$ cat config.mk
export PLATFORM = sky130hd
export DESIGN_NAME = spi_slave_frame_flat
export DESIGN_NICKNAME = d
export VERILOG_FILES = /design/src/rtl/spi_slave_frame_if.sv /design/src/rtl/spi_slave_frame.sv /design/src/flat_wrapper.sv
export SDC_FILE = /design/constraint.sdc
export NUM_CORES = 1
export LEC_CHECK = 0
export BUFFER_PORTS_ARGS = -buffer_cell sky130_fd_sc_hd__buf_2
export CAP_MARGIN = 20
export CORE_MARGIN = 10
export CORE_UTILIZATION = 45
export CTS_CLUSTER_DIAMETER = 150
export DETAILED_ROUTE_END_ITERATION = 7
export PLACE_DENSITY = 0.66
export REMOVE_ABC_BUFFERS = 1
export SLEW_MARGIN = 5
export SYNTH_ARGS = -nofsm -noshare
export SYNTH_HDL_FRONTEND = slang
export SYNTH_SLANG_ARGS = --single-unit
$ cat constraint.sdc
create_clock -name clk -period 2.2 [get_ports clk]
set_input_delay 0 -clock clk [delete_from_list [all_inputs] [get_ports clk]]
set_output_delay 0 -clock clk [all_outputs]
set_load 0.02 [all_outputs]
$ cat src/rtl/spi_slave_frame_if.sv
// rtl/spi_slave_frame_if.sv - parallel fetch/transmit side of the SPI slave frame receiver
interface spi_slave_frame_if #(
   parameter int LEN_SPI = 32
);
   logic [LEN_SPI-1:0] rx_output;
   logic               rdy_spi;
   logic               spi_busy;
   logic               ack_fetch_spi;
   logic [LEN_SPI-1:0] tx_input;
   logic               push_tx;
   logic               frame_err;
   logic               overrun;

   modport slave (
      output rx_output, rdy_spi, spi_busy, frame_err, overrun,
      input  ack_fetch_spi, tx_input, push_tx
   );

   modport master (
      input  rx_output, rdy_spi, spi_busy, frame_err, overrun,
      output ack_fetch_spi, tx_input, push_tx
   );
endinterface

$ cat src/rtl/spi_slave_frame.sv
// rtl/spi_slave_frame.sv - SPI mode-0 slave receiving fixed-length frames into a fetch register
module spi_slave_frame #(
   parameter int LEN_SPI = 32
) (
   input  logic              clk,
   input  logic              rst_n,
   input  logic              sclk,
   input  logic              cs_n,
   input  logic              mosi,
   output logic              miso,
   spi_slave_frame_if.slave  host
);
   typedef enum logic [1:0] {IDLE, SHIFT, FULL} state_t;

   localparam logic [5:0] LAST_BIT = 6'(LEN_SPI - 1);

   state_t state, next_state;

   // [0],[1] synchronizer stages, [2] history flop for edge detection
   logic [2:0] sclk_p, cs_p, mosi_p;

   logic [5:0]         bit_cnt;
   logic [LEN_SPI-1:0] rx_sr;
   logic [LEN_SPI-1:0] tx_sr;
   logic [LEN_SPI-1:0] rx_q;
   logic               rdy_q, err_q, ovr_q;

   logic sclk_rise, sclk_fall, cs_fall, cs_rise;
   logic start, commit, short_frame;

   always_ff @(posedge clk or negedge rst_n) begin
      if (!rst_n) begin
         sclk_p <= '0;
         cs_p   <= '0;
         mosi_p <= '0;
      end else begin
         sclk_p <= {sclk_p[1:0], sclk};
         cs_p   <= {cs_p[1:0], cs_n};
         mosi_p <= {mosi_p[1:0], mosi};
      end
   end

   assign sclk_rise = sclk_p[1] & ~sclk_p[2];
   assign sclk_fall = ~sclk_p[1] & sclk_p[2];
   assign cs_fall   = ~cs_p[1] & cs_p[2];
   assign cs_rise   = cs_p[1] & ~cs_p[2];

   always_ff @(posedge clk or negedge rst_n) begin
      if (!rst_n) state <= IDLE;
      else        state <= next_state;
   end

   always_comb begin
      next_state  = state;
      start       = 1'b0;
      commit      = 1'b0;
      short_frame = 1'b0;
      case (state)
         IDLE: begin
            if (cs_fall) begin
               next_state = SHIFT;
               start      = 1'b1;
            end
         end
         SHIFT: begin
            if (cs_rise) begin
               next_state  = IDLE;
               short_frame = 1'b1;
            end else if (sclk_rise && bit_cnt == LAST_BIT) begin
               next_state = FULL;
            end
         end
         FULL: begin
            if (cs_rise) begin
               next_state = IDLE;
               commit     = 1'b1;
            end
         end
         default: next_state = IDLE;
      endcase
   end

   // mosi_p[2] lags sclk_p[1] by one clk, so it is the bit settled before the detected rise
   always_ff @(posedge clk or negedge rst_n) begin
      if (!rst_n) begin
         bit_cnt <= '0;
         rx_sr   <= '0;
         tx_sr   <= '0;
      end else if (start) begin
         bit_cnt <= '0;
         tx_sr   <= host.push_tx ? host.tx_input : '0;
      end else if (state == SHIFT) begin
         if (sclk_rise) begin
            bit_cnt <= bit_cnt + 6'd1;
            rx_sr   <= {rx_sr[LEN_SPI-2:0], mosi_p[2]};
         end
         if (sclk_fall) begin
            tx_sr <= {tx_sr[LEN_SPI-2:0], 1'b0};
         end
      end
   end

   always_ff @(posedge clk or negedge rst_n) begin
      if (!rst_n) begin
         rx_q  <= '0;
         rdy_q <= 1'b0;
         err_q <= 1'b0;
         ovr_q <= 1'b0;
      end else begin
         err_q <= short_frame;
         ovr_q <= 1'b0;
         if (commit) begin
            rx_q  <= rx_sr;
            rdy_q <= 1'b1;
            ovr_q <= rdy_q & ~host.ack_fetch_spi;
         end else if (host.ack_fetch_spi) begin
            rdy_q <= 1'b0;
         end
      end
   end

   assign miso           = (state == SHIFT) ? tx_sr[LEN_SPI-1] : 1'b0;
   assign host.rx_output = rx_q;
   assign host.rdy_spi   = rdy_q;
   assign host.spi_busy  = (state != IDLE);
   assign host.frame_err = err_q;
   assign host.overrun   = ovr_q;
endmodule

$ cat src/flat_wrapper.sv
// flat-port wrapper written by rule: the top's interface ports become plain ports
module spi_slave_frame_flat 
#(
   parameter int LEN_SPI = 32
)
  (clk, rst_n, sclk, cs_n, mosi, miso, host_rx_output, host_rdy_spi, host_spi_busy, host_frame_err, host_overrun, host_ack_fetch_spi, host_tx_input, host_push_tx);
  spi_slave_frame_if #(.LEN_SPI(LEN_SPI)) host_i ();
  input  logic clk;
  input  logic rst_n;
  input  logic sclk;
  input  logic cs_n;
  input  logic mosi;
  output logic miso;
  output wire logic [$bits(host_i.rx_output)-1:0] host_rx_output;
  output wire logic [$bits(host_i.rdy_spi)-1:0] host_rdy_spi;
  output wire logic [$bits(host_i.spi_busy)-1:0] host_spi_busy;
  output wire logic [$bits(host_i.frame_err)-1:0] host_frame_err;
  output wire logic [$bits(host_i.overrun)-1:0] host_overrun;
  input wire logic [$bits(host_i.ack_fetch_spi)-1:0] host_ack_fetch_spi;
  input wire logic [$bits(host_i.tx_input)-1:0] host_tx_input;
  input wire logic [$bits(host_i.push_tx)-1:0] host_push_tx;
  assign host_rx_output = host_i.rx_output;
  assign host_rdy_spi = host_i.rdy_spi;
  assign host_spi_busy = host_i.spi_busy;
  assign host_frame_err = host_i.frame_err;
  assign host_overrun = host_i.overrun;
  assign host_i.ack_fetch_spi = host_ack_fetch_spi;
  assign host_i.tx_input = host_tx_input;
  assign host_i.push_tx = host_push_tx;
  spi_slave_frame #(.LEN_SPI(LEN_SPI)) u_core (.clk(clk), .rst_n(rst_n), .sclk(sclk), .cs_n(cs_n), .mosi(mosi), .miso(miso), .host(host_i));
endmodule
# Word-level counts from Yosys, hierarchy flattened
# Cells that the tools add are included.
# totals
regBits,116
latch_bits,0
ram_bits,0
rom_bits,0
memories,0
# op_classes
addsub,1
n_mul,0
div,0
order_cmp,0
n_eq_ne,6
shift,0
muxes,21
n_bitwise,11
reduce_logical,11
# ops
cell,count
two-way mux 32 bit,4
two-way mux 6 bit,3
nonzero test 2 bit,5
two-way mux 1 bit,9
two-way mux 2 bit,4
adder 6 x 1 -> 6 bit (second input constant),1
equality test 6 x 5 -> 1 bit (second input constant),1
inverter 1 bit,6
one-hot mux 2 bit (3 select lines),1
AND reduction 3 bit,2
bitwise AND 1 bit,5
inequality test 2 x 1 -> 1 bit (second input constant),2
AND reduction 2 bit,2
inequality test 3 x 1 -> 1 bit (second input constant),1
equality test 2 x 1 -> 1 bit (second input constant),1
equality test 2 bit (second input constant),1
zero test 2 bit,1
logical AND 1 bit,1

# Longest topological paths before layout
# logic_depth
word_depth,6
ltp_mapped,6
ltp_nobuf,4

# Least setup slack after synthesis
# No wires, ideal clock.
# synth_path
path_kind,reg-to-reg
from,register u_core.state[0]
to,"register u_core.rx_q[10], in the netlist u_core.host.rx_output[10]"
arrival_time_ns,1.444
setup_slack_ns,0.632
path_stages_with_launch,6
path_buffers,2
period_less_slack_ns,1.568
cell_sequence,dfrtp_1 buf_6 nor2b_4 nor3b_4 buf_6 mux2_2
# synth_between
elab_chain_len,2
# synth_lines
item,line_no,text
from (decl),spi_slave_frame.sv:17,"state_t state, next_state;"
from (signal assigned),spi_slave_frame.sv:50,else state <= next_state;
equality test 2 bit,spi_slave_frame.sv:58,case (state)
two-way mux 1 bit,spi_slave_frame.sv:58,
to (signal assigned),spi_slave_frame.sv:113,rx_q <= rx_sr;
to (decl),spi_slave_frame.sv:25,logic [LEN_SPI-1:0] rx_q;
# No other way between the ends.
# A chain may end at the register's enable or synchronous reset.

# Worst setup path after layout
# layout_path
from,register u_core.state[1]
to,"register u_core.rx_q[1], in the netlist u_core.host.rx_output[1]"
# Same word-level chain as after synthesis.

==> flow_summary_export.csv <==
group,metric,value,unit
run_status,status,"complete, no violations",
route,drt_iter0_markers,177,
floorplanning,rows,37,
layout,register_area,2900,sq um
route,vias,3442,
clocking,clock_latency,500,ps
yosys,synth_cells,410,
clocking,clk_path_buf_depth,2,
pwr,leakage,3.13,nW
timing,max_freq,545,MHz
floorplanning,chipHeight,122,um
setup_path,reg2reg_from,"u_core.state[1]",
min_path,holdPathStages,3,
yosys,ys_ff_latch,116,
timing,finalSetupTns,0,ps
timing,fin_ws,363,ps
floorplanning,dieWidth,122,um
floorplanning,coreArea,10200,sq um
timing,max_slew_margin,0.612,
floorplanning,die_area,14800,sq um
yosys,synth-seq-area-share,0.622,
layout,multi_input_area,1510,sq um
yosys,syn-cell-area,4670,sq um
setup_path,crit_type,"register to register",
layout,antenna_cells,0,
timing,hold_violations,0,
layout,drive_above_1_share,0.291,
setup_path,arrival,2210,ps
min_path,min_to,"u_core.tx_sr[30]",
placement,io_buffers,75,
timing,fin_skew,8.44,ps
job,drv_cap,0,
setup_path,worst_setup_path_start_kind,"register",
yosys,yosysWarnings,0,
clocking,cts_sinks,116,
yosys,synthSimpleGateAreaFrac,0.124,
placement,dpl_worst_slack,393,ps
clocking,cts_buffers,17,
setup_path,r2r_cells,4,
min_path,min-delay-start,"host_push_tx",
clocking,cts.reportedPaths.clkPinSlew,60,ps
yosys,synthXorXnorAreaFrac,0.00188,
setup_path,cp-end-kind,"register",
global_routing,grt_pass1_wl,18.4,mm
yosys,synth_compound_area_frac,0.109,
route,dr.pass1.iters,4,
floorplanning,num_io_pins,76,
layout,layout_common_cells,"116 x dfrtp_1, 100 x nand2_1, 74 x buf_2",
route,ant_nets,0,
timing,post-route-min-period,1840,ps
min_path,hold_path_class,"primary input to register",
global_routing,antenna_found_initial,0,
global_routing,grt_usage,0.153,
route,drc,0,
global_routing,grt_max_degree,43,
global_routing,grt_pass1_vias,3739,
clocking,cts_tree,"built",
timing,rsz0062_at_grt,"false",
yosys,synth_adder_area_share,0.00268,
global_routing,grt-ovfl-total,0,
clocking,clockRootBuffer,"clkbuf_8",
placement,place_congestion,0.741,
timing,tightest_slew,581,ps
route,drt-total-wl,10.5,mm
setup_path,critPathRequiredTime,2580,ps
layout,finalNetCount,567,
placement,dp_hpwl,6.34,mm
route,viasPerCell,5.09,
yosys,synth_top_family_by_area,"simple AND/OR/NAND/NOR gates",
floorplanning,initial_core_util,0.456,
yosys,synth.distinct_cells,40,
pwr,irDropWorstVdd,0.641,mV
layout,final_common_cell,"dfrtp_1",
timing,setup_viol,0,
yosys,synthMuxAreaShare,0.0793,
timing,drv_slew,0,
layout,fillers,819,
setup_path,crit_fanout,34,
timing,fin_crit_sh,0.835,
clocking,htreeDepth,4,
pwr,p_per_area,951,nW/um^2
layout,syn2layout_area_growth,32.6,%
yosys,synth_area_per_cell,11.4,sq um
setup_path,reg2reg_slack,360,ps
setup_path,reg2reg_to,"u_core.host.rx_output[1]",
clocking,ctsResizeCount,0,
route,wl_per_cell,15.5,um
logic make-up (layout without fill, tap and decap cells):
kind of cell               count (synthesis)  count (layout)
buffers and inverters                     60             190
AOI/OAI and AO/OA                         76              76
muxes                                     33              33
adders and majority gates                  1               1
DFF                                      116             116
xor gates and xnor gates                   1               1
and+or+nand+nor                          123             123
worst max-delay path, cell delays in order, from the launching register on:
cell	delay (ps)
dfrtp_1	620
nor2b_4	250
nor3b_4	230
buf_12	230
mux2_2	370
registers in the layout, indices dropped and copies added, names as in the netlist, 2 cells and up:
name,flops
u_core.cs_p,3
u_core.tx_sr,32
u_core.mosi_p,3
u_core.state,2
u_core.host.rx_output,32
u_core.bit_cnt,6
u_core.sclk_p,3
u_core.rx_sr,32
worst max path at each step:
stage	from	end	slack, ps	cells after the start
CTS	u_core.state[1]	u_core.host.rx_output[1]	370	4
detailed placement	u_core.state[1]	u_core.host.rx_output[1]	390	4
finish	u_core.state[1]	u_core.host.rx_output[1]	360	4
floorplan	u_core.state[0]	u_core.bit_cnt[0]	-1300	3
global placement	u_core.state[1]	u_core.host.rx_output[0]	460	4
global route	u_core.state[1]	u_core.host.rx_output[9]	270	4
through the flow:
stage	instance area, sq um	power, mW	hold WS [ps]	util	std cells
final	6190	5.88	55.6	0.605	676
after global routing	6190	6.18	62.3	0.605	676
after CTS	6190	5.94	24.5	0.605	676
after detailed placement	5180	3.10	-17.1	0.507	605
after global placement	5180	3.07	-22.6	0.507	605
after floorplan	4510	2.86	-296	-	384
cells in the mapped netlist, drive strengths merged:
library cell  instances  area [sq um]
a21o                  1          7.51
a21oi                 7          38.8
a22oi                 1          7.51
a32oi                29           254
and3                  1          6.26
and4bb                1          12.5
buf                  18           125
clkbuf                8          30.0
dfrtp               116          2900
ha                    1          12.5
inv                  34           128
mux2                 32           360
mux2i                 1          10.0
nand2               100           375
nand3                 4          20.0
nand3b                1          7.51
nand4bb               2          38.8
nor2                  1          3.75
nor2b                 1          13.8
nor3                  1          5.00
nor3b                 1          18.8
nor4                  2          12.5
nor4b                 1          15.0
nor4bb                1          10.0
o21a                  1          7.51
o21ai                34           170
o221ai                1          8.76
o22a                  1          8.76
o31ai                 1          7.51
or2                   1          6.26
or3                   3          18.8
or3b                  1          8.76
or4                   1          7.51
xnor2                 1          8.76
layer usage:
metal  GRT usage  wire [um]  vias to the layer above
li1            -          -                     1632
met1       0.184       4230                     1711
met2       0.250       5570                       86
met3      0.0481        527                       13
met4      0.0596        154                        0
met5           0          0                        -
where the power goes:
group          internal [mW]  total [mW]  switching (mW)
Combinational          0.243       0.553           0.310
Sequential              2.40        2.57           0.175
Clock                   1.76        2.76           0.995
Total                   4.40        5.88            1.48
layout make-up:
type                            instances  share of cell area
Clock inverter                         14              0.0287
Tap cell                              136              0.0275
Multi-Input combinational cell        234               0.243
Clock buffer                           18              0.0691
Sequential cell                       116               0.469
Inverter                               34              0.0206
Timing Repair Buffer                  124               0.142
repair_timing:
item / 4_1_cts / 5_1_grt
setup endpoints to repair: 0 / 0
endpoints found under the hold margin: 153 / 0
buffers inserted: 0 / 0
hold buffers: 39 / 0
(Power assumes the default switching activity.)
